$ cat config.mk
export PLATFORM = sky130hd
export DESIGN_NAME = operand2_encoder
export DESIGN_NICKNAME = d
export VERILOG_FILES = /design/src/rtl/arm_pkg.sv /design/src/rtl/operand2_rot_check.sv /design/src/rtl/operand2_encoder.sv
export SDC_FILE = /design/constraint.sdc
export NUM_CORES = 1
export LEC_CHECK = 0
export CAP_MARGIN = 20
export CORE_ASPECT_RATIO = 1.1
export CORE_UTILIZATION = 55
export CTS_CLUSTER_SIZE = 40
export DETAILED_ROUTE_END_ITERATION = 7
export GPL_TIMING_DRIVEN = 1
export HOLD_SLACK_MARGIN = 0.03
export PLACE_DENSITY = 0.8
export SYNTH_ARGS = -nofsm -noshare
export SYNTH_HDL_FRONTEND = slang
export SYNTH_SLANG_ARGS = --single-unit
$ cat constraint.sdc
create_clock -name clk -period 7.8 [get_ports clk]
set_clock_uncertainty 0.2 [all_clocks]
set_input_delay 1.17 -clock clk [delete_from_list [all_inputs] [get_ports clk]]
set_output_delay 1.17 -clock clk [all_outputs]
set_load 0.03 [all_outputs]
$ cat src/rtl/arm_pkg.sv
// Shared ARM operand-2 definitions: encoder FSM states, field widths and
// the {rot4, imm8} layout used by both the encoder and the expansion logic.
package arm_pkg;

  typedef enum logic [1:0] {
    ST_IDLE   = 2'd0,
    ST_SEARCH = 2'd1,
    ST_DONE   = 2'd2
  } enc_state_t;

  localparam int ROT_W      = 4;
  localparam int IMM_W      = 8;
  localparam int OPERAND2_W = 12;

  localparam int IMM_LSB = 0;
  localparam int IMM_MSB = IMM_LSB + IMM_W - 1;
  localparam int ROT_LSB = IMM_MSB + 1;
  localparam int ROT_MSB = ROT_LSB + ROT_W - 1;

  function automatic logic [OPERAND2_W-1:0] pack_operand2(
    input logic [ROT_W-1:0] rot,
    input logic [IMM_W-1:0] imm
  );
    logic [OPERAND2_W-1:0] op;
    op = '0;
    op[ROT_MSB:ROT_LSB] = rot;
    op[IMM_MSB:IMM_LSB] = imm;
    return op;
  endfunction

endpackage

$ cat src/rtl/operand2_rot_check.sv
// Combinational fit test: does ROL(value, 2r) collapse into the low imm8 byte?
module operand2_rot_check
  import arm_pkg::*;
(
  input  logic [31:0]      value,
  input  logic [ROT_W-1:0] r,
  output logic             fit,
  output logic [IMM_W-1:0] imm8
);

  logic [4:0]  shamt;
  logic [63:0] dbl;
  logic [31:0] t;

  // Upper half of the doubled word shifted left is a rotate-left.
  always_comb begin
    shamt = {r, 1'b0};
    dbl   = {value, value} << shamt;
    t     = dbl[63:32];
    fit   = (t[31:IMM_W] == '0);
    imm8  = t[IMM_W-1:0];
  end

endmodule

$ cat src/rtl/operand2_encoder.sv
// Multi-cycle search for the canonical ARM rotate-immediate {rot4, imm8}
// encoding of a 32-bit constant, optionally also trying its complement.
module operand2_encoder
  import arm_pkg::*;
#(
  parameter bit TRY_INVERT = 1'b1
) (
  input  logic                  clk,
  input  logic                  rst,
  input  logic                  in_valid,
  output logic                  in_ready,
  input  logic [31:0]           in_value,
  output logic                  out_valid,
  input  logic                  out_ready,
  output logic                  out_ok,
  output logic                  out_invert,
  output logic [OPERAND2_W-1:0] out_shift_operand,
  output logic                  busy
);

  enc_state_t       state;
  logic [31:0]      val_q;
  logic [ROT_W-1:0] r_q;

  logic             fit_pos, fit_inv;
  logic [IMM_W-1:0] imm_pos, imm_inv;

  operand2_rot_check u_chk_pos (
    .value (val_q),
    .r     (r_q),
    .fit   (fit_pos),
    .imm8  (imm_pos)
  );

  generate
    if (TRY_INVERT) begin : g_inv
      operand2_rot_check u_chk_inv (
        .value (~val_q),
        .r     (r_q),
        .fit   (fit_inv),
        .imm8  (imm_inv)
      );
    end else begin : g_no_inv
      assign fit_inv = 1'b0;
      assign imm_inv = '0;
    end
  endgenerate

  assign in_ready = (state == ST_IDLE);

  always_ff @(posedge clk or posedge rst) begin
    if (rst) begin
      state             <= ST_IDLE;
      val_q             <= '0;
      r_q               <= '0;
      out_valid         <= 1'b0;
      out_ok            <= 1'b0;
      out_invert        <= 1'b0;
      out_shift_operand <= '0;
      busy              <= 1'b0;
    end else begin
      unique case (state)
        ST_IDLE: begin
          if (in_valid) begin
            val_q <= in_value;
            r_q   <= '0;
            busy  <= 1'b1;
            state <= ST_SEARCH;
          end
        end
        ST_SEARCH: begin
          // Plain value beats the complement at equal rotation; lowest r wins.
          if (fit_pos) begin
            out_ok            <= 1'b1;
            out_invert        <= 1'b0;
            out_shift_operand <= pack_operand2(r_q, imm_pos);
            out_valid         <= 1'b1;
            state             <= ST_DONE;
          end else if (fit_inv) begin
            out_ok            <= 1'b1;
            out_invert        <= 1'b1;
            out_shift_operand <= pack_operand2(r_q, imm_inv);
            out_valid         <= 1'b1;
            state             <= ST_DONE;
          end else if (r_q == '1) begin
            out_ok            <= 1'b0;
            out_invert        <= 1'b0;
            out_shift_operand <= '0;
            out_valid         <= 1'b1;
            state             <= ST_DONE;
          end else begin
            r_q <= r_q + 1'b1;
          end
        end
        ST_DONE: begin
          if (out_ready) begin
            out_valid <= 1'b0;
            busy      <= 1'b0;
            state     <= ST_IDLE;
          end
        end
        default: state <= ST_IDLE;
      endcase
    end
  end

endmodule

Word level (Yosys, flattened, before mapping)
Cells that the tools add are included.
{"block": "totals", "ff_bits": 54, "input_bits": 36, "output_inout_bits": 17, "wordCells": 59}
{"block": "op_classes", "add_sub_neg": 1, "eq_ne": 9, "shifts": 2, "mux": 25, "bitwise_logic": 1, "reduce_logical": 13}
{"cell": "64-bit by 5-bit << shifter with 64-bit output", "count": 2}
{"cell": "24-bit zero test", "count": 2}
{"cell": "12-bit 2-to-1 mux", "count": 3}
{"cell": "32-bit NOT", "count": 1}
{"cell": "4-bit 2-to-1 mux", "count": 4}
{"cell": "2-bit 2-to-1 mux", "count": 5}
{"cell": "2-bit inequality test, second input constant", "count": 5}
{"cell": "1-bit 2-to-1 mux", "count": 9}
{"cell": "3-bit AND reduction", "count": 3}
{"cell": "4-bit case mux with 2 select lines", "count": 1}
{"cell": "2-bit case mux with 3 select lines", "count": 1}
{"cell": "2-bit nonzero test", "count": 3}
{"cell": "5-bit AND reduction", "count": 1}
{"cell": "4-bit by 1-bit adder with 4-bit output, second input constant", "count": 1}
{"cell": "4-bit equality test, second input constant", "count": 1}
{"cell": "4-bit inequality test, second input constant", "count": 1}
{"cell": "1-bit case mux with 2 select lines", "count": 2}
{"cell": "2-bit AND reduction", "count": 2}
{"cell": "3-bit nonzero test", "count": 1}
{"cell": "2-bit by 1-bit equality test with 1-bit output, second input constant", "count": 1}
{"cell": "2-bit equality test, second input constant", "count": 1}
{"cell": "2-bit zero test", "count": 1}

Longest topological paths before layout
{"block": "depth", "depth_word": 6, "depth_mapped": 13, "mapped_depth_nobuf": 8}

Modules after synthesis
Synthesis repeated with hierarchy kept, for this count alone.
{"block": "hier_totals", "hier_cells": 592, "hier_area_um2": 5368.9}
{"mod": "operand2_rot_check", "instances": 2, "cells_per_inst": 186, "area_per_inst_um2": 1437.6, "seq_area_each_um2": 0.0}
{"mod": "operand2_encoder", "instances": 1, "cells_per_inst": 220, "area_per_inst_um2": 2493.6, "seq_area_each_um2": 1351.3}

Worst setup path after synthesis
No wires, ideal clock.
{"block": "synth_timing", "path_type": "register to register", "startpoint": "reg r_q[0]", "endpoint": "reg out_valid", "setup_time_ns": 0.123, "arrival_ns": 2.873, "required_ns": 7.477, "slack_ns": 4.604, "stages_incl_launch_ff": 12, "path_buffers": 3, "synth_period_minus_slack_ns": 3.196, "cell_sequence": "dfrtp_1 buf_6 mux4_2 mux4_2 or4_1 nor3_2 and3_1 buf_4 a21o_4 buf_8 o211ai_1 o2bb2ai_1"}
{"block": "synth_between", "elab_chain_len": 5, "elab_cells_between_ends": 10, "classes_between": "eq/ne: 2; shift: 2; mux: 3; reduce/logical: 3"}
{"element": "start: declaration", "line": "operand2_encoder.sv:23", "source": "logic [ROT_W-1:0] r_q;"}
{"element": "start signal: assignment", "line": "operand2_encoder.sv:92", "source": "r_q <= r_q + 1'b1;"}
{"element": "64-bit by 5-bit << shifter with 64-bit output", "line": "operand2_rot_check.sv:18", "source": "dbl = {value, value} << shamt;"}
{"element": "24-bit zero test", "line": "operand2_rot_check.sv:20", "source": "fit = (t[31:IMM_W] == '0);"}
{"element": "1-bit 2-to-1 mux", "line": "operand2_encoder.sv:79", "source": "end else if (fit_inv) begin"}
{"element": "1-bit 2-to-1 mux", "line": "operand2_encoder.sv:73", "source": "if (fit_pos) begin"}
{"element": "1-bit case mux with 2 select lines", "line": "operand2_encoder.sv:62", "source": "unique case (state)"}
{"element": "end signal: assignment", "line": "operand2_encoder.sv:77", "source": "out_valid <= 1'b1;"}
{"element": "end signal: assignment", "line": "operand2_encoder.sv:83", "source": "out_valid <= 1'b1;"}
{"element": "end signal: assignment", "line": "operand2_encoder.sv:89", "source": "out_valid <= 1'b1;"}
{"element": "end: declaration", "line": "operand2_encoder.sv:13", "source": "output logic out_valid,"}
Parallel ways exist; a longest one is shown, timed or not.
A chain may end at the register's enable or synchronous reset.

Worst setup path after layout
{"block": "layout_timing", "startpoint": "reg r_q[0]", "endpoint": "reg out_shift_operand[1]"}
{"block": "layout_between", "elab_chain_len": 4, "elab_cells_between_ends": 9, "classes_between": "eq/ne: 1; shift: 2; mux: 2; reduce/logical: 4"}
{"element": "64-bit by 5-bit << shifter with 64-bit output", "line": "operand2_rot_check.sv:18"}
{"element": "24-bit zero test", "line": "operand2_rot_check.sv:20"}
{"element": "3-bit nonzero test (no line) / 12-bit 2-to-1 mux (equally long branches)"}
{"element": "2-bit AND reduction (no line) / 12-bit 2-to-1 mux (equally long branches)"}
{"element": "end signal: assignment", "line": "operand2_encoder.sv:76", "source": "out_shift_operand <= pack_operand2(r_q, imm_pos);"}
{"element": "end signal: assignment", "line": "operand2_encoder.sv:82", "source": "out_shift_operand <= pack_operand2(r_q, imm_inv);"}
{"element": "end: declaration", "line": "operand2_encoder.sv:17", "source": "output logic [OPERAND2_W-1:0] out_shift_operand,"}
Parallel ways exist; a longest one is shown, timed or not.

==> impl_results.rst <==
.. list-table::
   :header-rows: 1

   * - Metric
     - Value
   * - Run status
     - complete, no violations
   * - I/O pins
     - 53
   * - Num CTS Buffers
     - 5
   * - Area of the mapped netlist
     - 0.00388 mm²
   * - Die Span X
     - 82.1 µm
   * - Sequential fraction of the synthesis area
     - 34.8%
   * - Crit end category
     - flip-flop
   * - Clock latency on the worst-skew pair
     - 310 ps
   * - Unrepaired setup endpoints after global routing
     - false
   * - Routed WL per cell
     - 18.7 µm
   * - Number of port buffers
     - 52
   * - Kind of path behind the tightest hold check
     - flip-flop to flip-flop
   * - Effective utilization at floorplan
     - 57.8%
   * - Mean cell area of the mapped netlist
     - 11.9 µm²
   * - Share of flip-flops with an asynchronous set or reset
     - 100%
   * - Pin count of the biggest net entering global routing
     - 55
   * - Num rows
     - 31
   * - Category of the worst setup path launch point
     - flip-flop
   * - Cell count after synthesis
     - 325
   * - Post-Place Cell Area
     - 0.00441 mm²
   * - Number of distinct standard cells referenced by the synthesized netlist
     - 49
   * - Final hold vios
     - 0
   * - Final-layout worst hold slack
     - 284 ps
   * - Grt ovf
     - 0
   * - # Max-Cap Violations
     - 0
   * - Post-route cell area
     - 0.00451 mm²
   * - Post-synthesis to final-layout area growth
     - 16.3%
   * - Yosys reg bits
     - 54
   * - Initial antenna violation count
     - 0
   * - Total count of max-transition violations in the final report
     - 0
   * - CTS Sinks
     - 54
   * - Cell count of the worst hold path
     - 1
   * - Critical-path top delay cell
     - dfrtp_2
   * - Clock tree from TritonCTS
     - yes
   * - Data required, critical path
     - 7800 ps
   * - Clock period minus final worst setup slack
     - 4110 ps
   * - Vias per inst
     - 6.57
   * - Clock input transition at the sequential cells of the worst setup and hold paths
     - 100 ps
   * - Synth area leader
     - dfrtp_1
   * - Clock Path Buffers
     - 2
   * - Post-synth top cells
     - dfrtp_1 (54), mux4_2 (39), mux2_2 (36), mux2i_1 (22), nand3_1 (22)
   * - Worst Path Arrival
     - 4110 ps
   * - Endpoints failing setup
     - 0
   * - Peak supply drop
     - 195 µV
   * - Worst setup slack after layout
     - 3690 ps
   * - Dominant synthesized flop cell
     - dfrtp_1
   * - Number of global-route vias before repair
     - 2779
   * - Final net count
     - 407
   * - Chain of cells forming the critical path
     - mux4_2 -> mux4_2 -> or4_1 -> nor3_2 -> and3_1 -> a21o_4 -> a21boi_2 -> a21o_1
   * - Normalized max-slew margin
     - 34.2%
   * - Power density over cell area
     - 408 mW/mm²
   * - Share of layout cells above drive strength 1
     - 25.8%
   * - Global-route wire length before repair
     - 14100 µm
   * - Length of the first detailed-routing pass in iterations
     - 4
   * - Die area
     - 0.00739 mm²
   * - Reg2reg end
     - out_shift_operand[1]
   * - Synth warn
     - 0
   * - Cell mode on critical path
     - mux4_2
   * - Worst-case reg-to-reg path depth
     - 8
   * - Die extent in y
     - 90.1 µm
   * - Top-area cell type share of the netlist area
     - 34.8%
   * - Post-synth EDFFs
     - 0
   * - Antenna-violating nets left
     - 0
   * - DRC errors left
     - 0
   * - Delay of the slowest cell on the worst path
     - 1030 ps
   * - Post-CTS Repair Setup Buffers
     - 0
   * - Hold_sp
     - out_shift_operand[3]
   * - Iter 0 DRT Violations
     - 230
   * - Leading cell type by number of instances after synthesis
     - dfrtp_1
   * - RePlAce Congestion
     - 0.886
   * - Half-perimeter wire length after placement
     - 6260 µm
   * - Net count of the mapped netlist
     - 365
   * - Peak fanout along the critical path
     - 37
   * - Portion of the clock cycle consumed by the worst path in the final layout
     - 52.7%
   * - Startpoint of the most critical register-to-register path
     - r_q[0]
   * - Antenna fix cells
     - 0
   * - Post-Place Setup Slack
     - 3690 ps
   * - PostCTS Resize Cnt
     - 0
   * - Routed vias
     - 2955
   * - Transition time at the pin with the least slew margin
     - 988 ps
   * - Clock root buffer
     - clkbuf_8
   * - CORE AREA
     - 0.00671 mm²
   * - Reported leakage power
     - 1.74 nW
   * - Final setup TNS
     - 0 ps
   * - Max frequency
     - 243 MHz
   * - Total wire length
     - 8430 µm
   * - Overall global routing resource usage
     - 24.7%
   * - Max H-tree Level
     - 2
   * - Hold-fix buffers, CTS
     - 0
   * - Largest cells by area after synthesis
     - dfrtp_1 (35%), mux4_2 (23%), mux2_2 (10%)
   * - R2R Setup Slk
     - 3690 ps
   * - Startpoint-to-endpoint class of the critical path
     - flip-flop to flip-flop
   * - Destination of the worst hold path
     - out_shift_operand[3]
[critical path: cells and delay by family, from the launching register on]
family / cells / cell delay (ps)
DFF: 1 / 1030
muxes: 2 / 1170
and+or+nand+nor: 3 / 990
AOI/OAI and AO/OA: 3 / 570
[cells by family (layout without fill, tap and decap cells)]
group / after synthesis / after routing / synth area share, %
DFF: 54 / 54 / 34.8
buffers and inverters: 30 / 73 / 4.00
muxes: 97 / 97 / 38.8
and+or+nand+nor: 90 / 90 / 12.1
adders and majority gates: 4 / 4 / 1.29
AOI/OAI and AO/OA: 50 / 50 / 8.97
[cell type report]
type                            count  area (µm²)
Multi-Input combinational cell    241        2370
Fill cell                         504        2200
Sequential cell                    54        1350
Timing Repair Buffer               57         571
Tap cell                           82         103
Clock buffer                        7        76.3
Inverter                            8        30.0
Clock inverter                      1        7.51
[state kept, by name, indices dropped and copies added (netlist names)]
signal / count
r_q: 4
state: 2
busy: 1
out_ok: 1
out_valid: 1
out_shift_operand: 12
out_invert: 1
val_q: 32
[per-stage QoR]
stage,instances,total power [mW],util (%)
floorplan,325,1.42,-
global placement,441,1.64,65.7
detailed placement,441,1.68,65.7
CTS,449,1.84,66.9
global route,450,1.97,67.2
finish,450,1.84,67.2
[power breakdown]
| part | total (mW) | internal (mW) | switching (mW) |
|---|---|---|---|
| sequential | 0.546 | 0.383 | 0.164 |
| combinational | 1.14 | 0.588 | 0.552 |
| clock | 0.156 | 0.0638 | 0.0922 |
[cell usage in the layout (no fill, tap or decap), types with 2 or more instances in the layout]
cell type / instances
a21o_1: 9
a21oi_1: 6
a22oi_1: 4
buf_4: 4
clkbuf_1: 2
clkbuf_8: 5
clkdlybuf4s50_1: 52
dfrtp_1: 53
ha_1: 4
inv_1: 6
inv_2: 2
mux2_2: 36
mux2i_1: 22
mux4_2: 39
nand2_1: 19
nand3_1: 22
nand4_1: 9
nor2_1: 15
nor2b_1: 5
nor3_1: 4
nor4_1: 4
o211ai_1: 4
o21ai_0: 9
o21ai_1: 6
o221ai_1: 2
[layer usage]
metal | vias to the layer above | wire [µm] | GRT usage, % | part of all wire [%]
met5 | - | 0 | 0 | 0
li1 | 1366 | - | - | -
met1 | 1496 | 3730 | 35.8 | 44
met2 | 84 | 4250 | 39.1 | 50
met4 | 0 | 79 | 4.97 | 0.94
met3 | 9 | 364 | 3.96 | 4.3
[how the worst max path moves through the flow]
stage / end / from / cells past startpoint
finish: out_shift_operand[1] / r_q[0] / 8
global route: out_shift_operand[1] / r_q[0] / 8
CTS: out_shift_operand[1] / r_q[0] / 8
detailed placement: out_shift_operand[1] / r_q[0] / 8
global placement: out_shift_operand[0] / r_q[0] / 8
floorplan: out_valid / r_q[0] / 11
No activity file was read; power rests on OpenSTA's default activity.
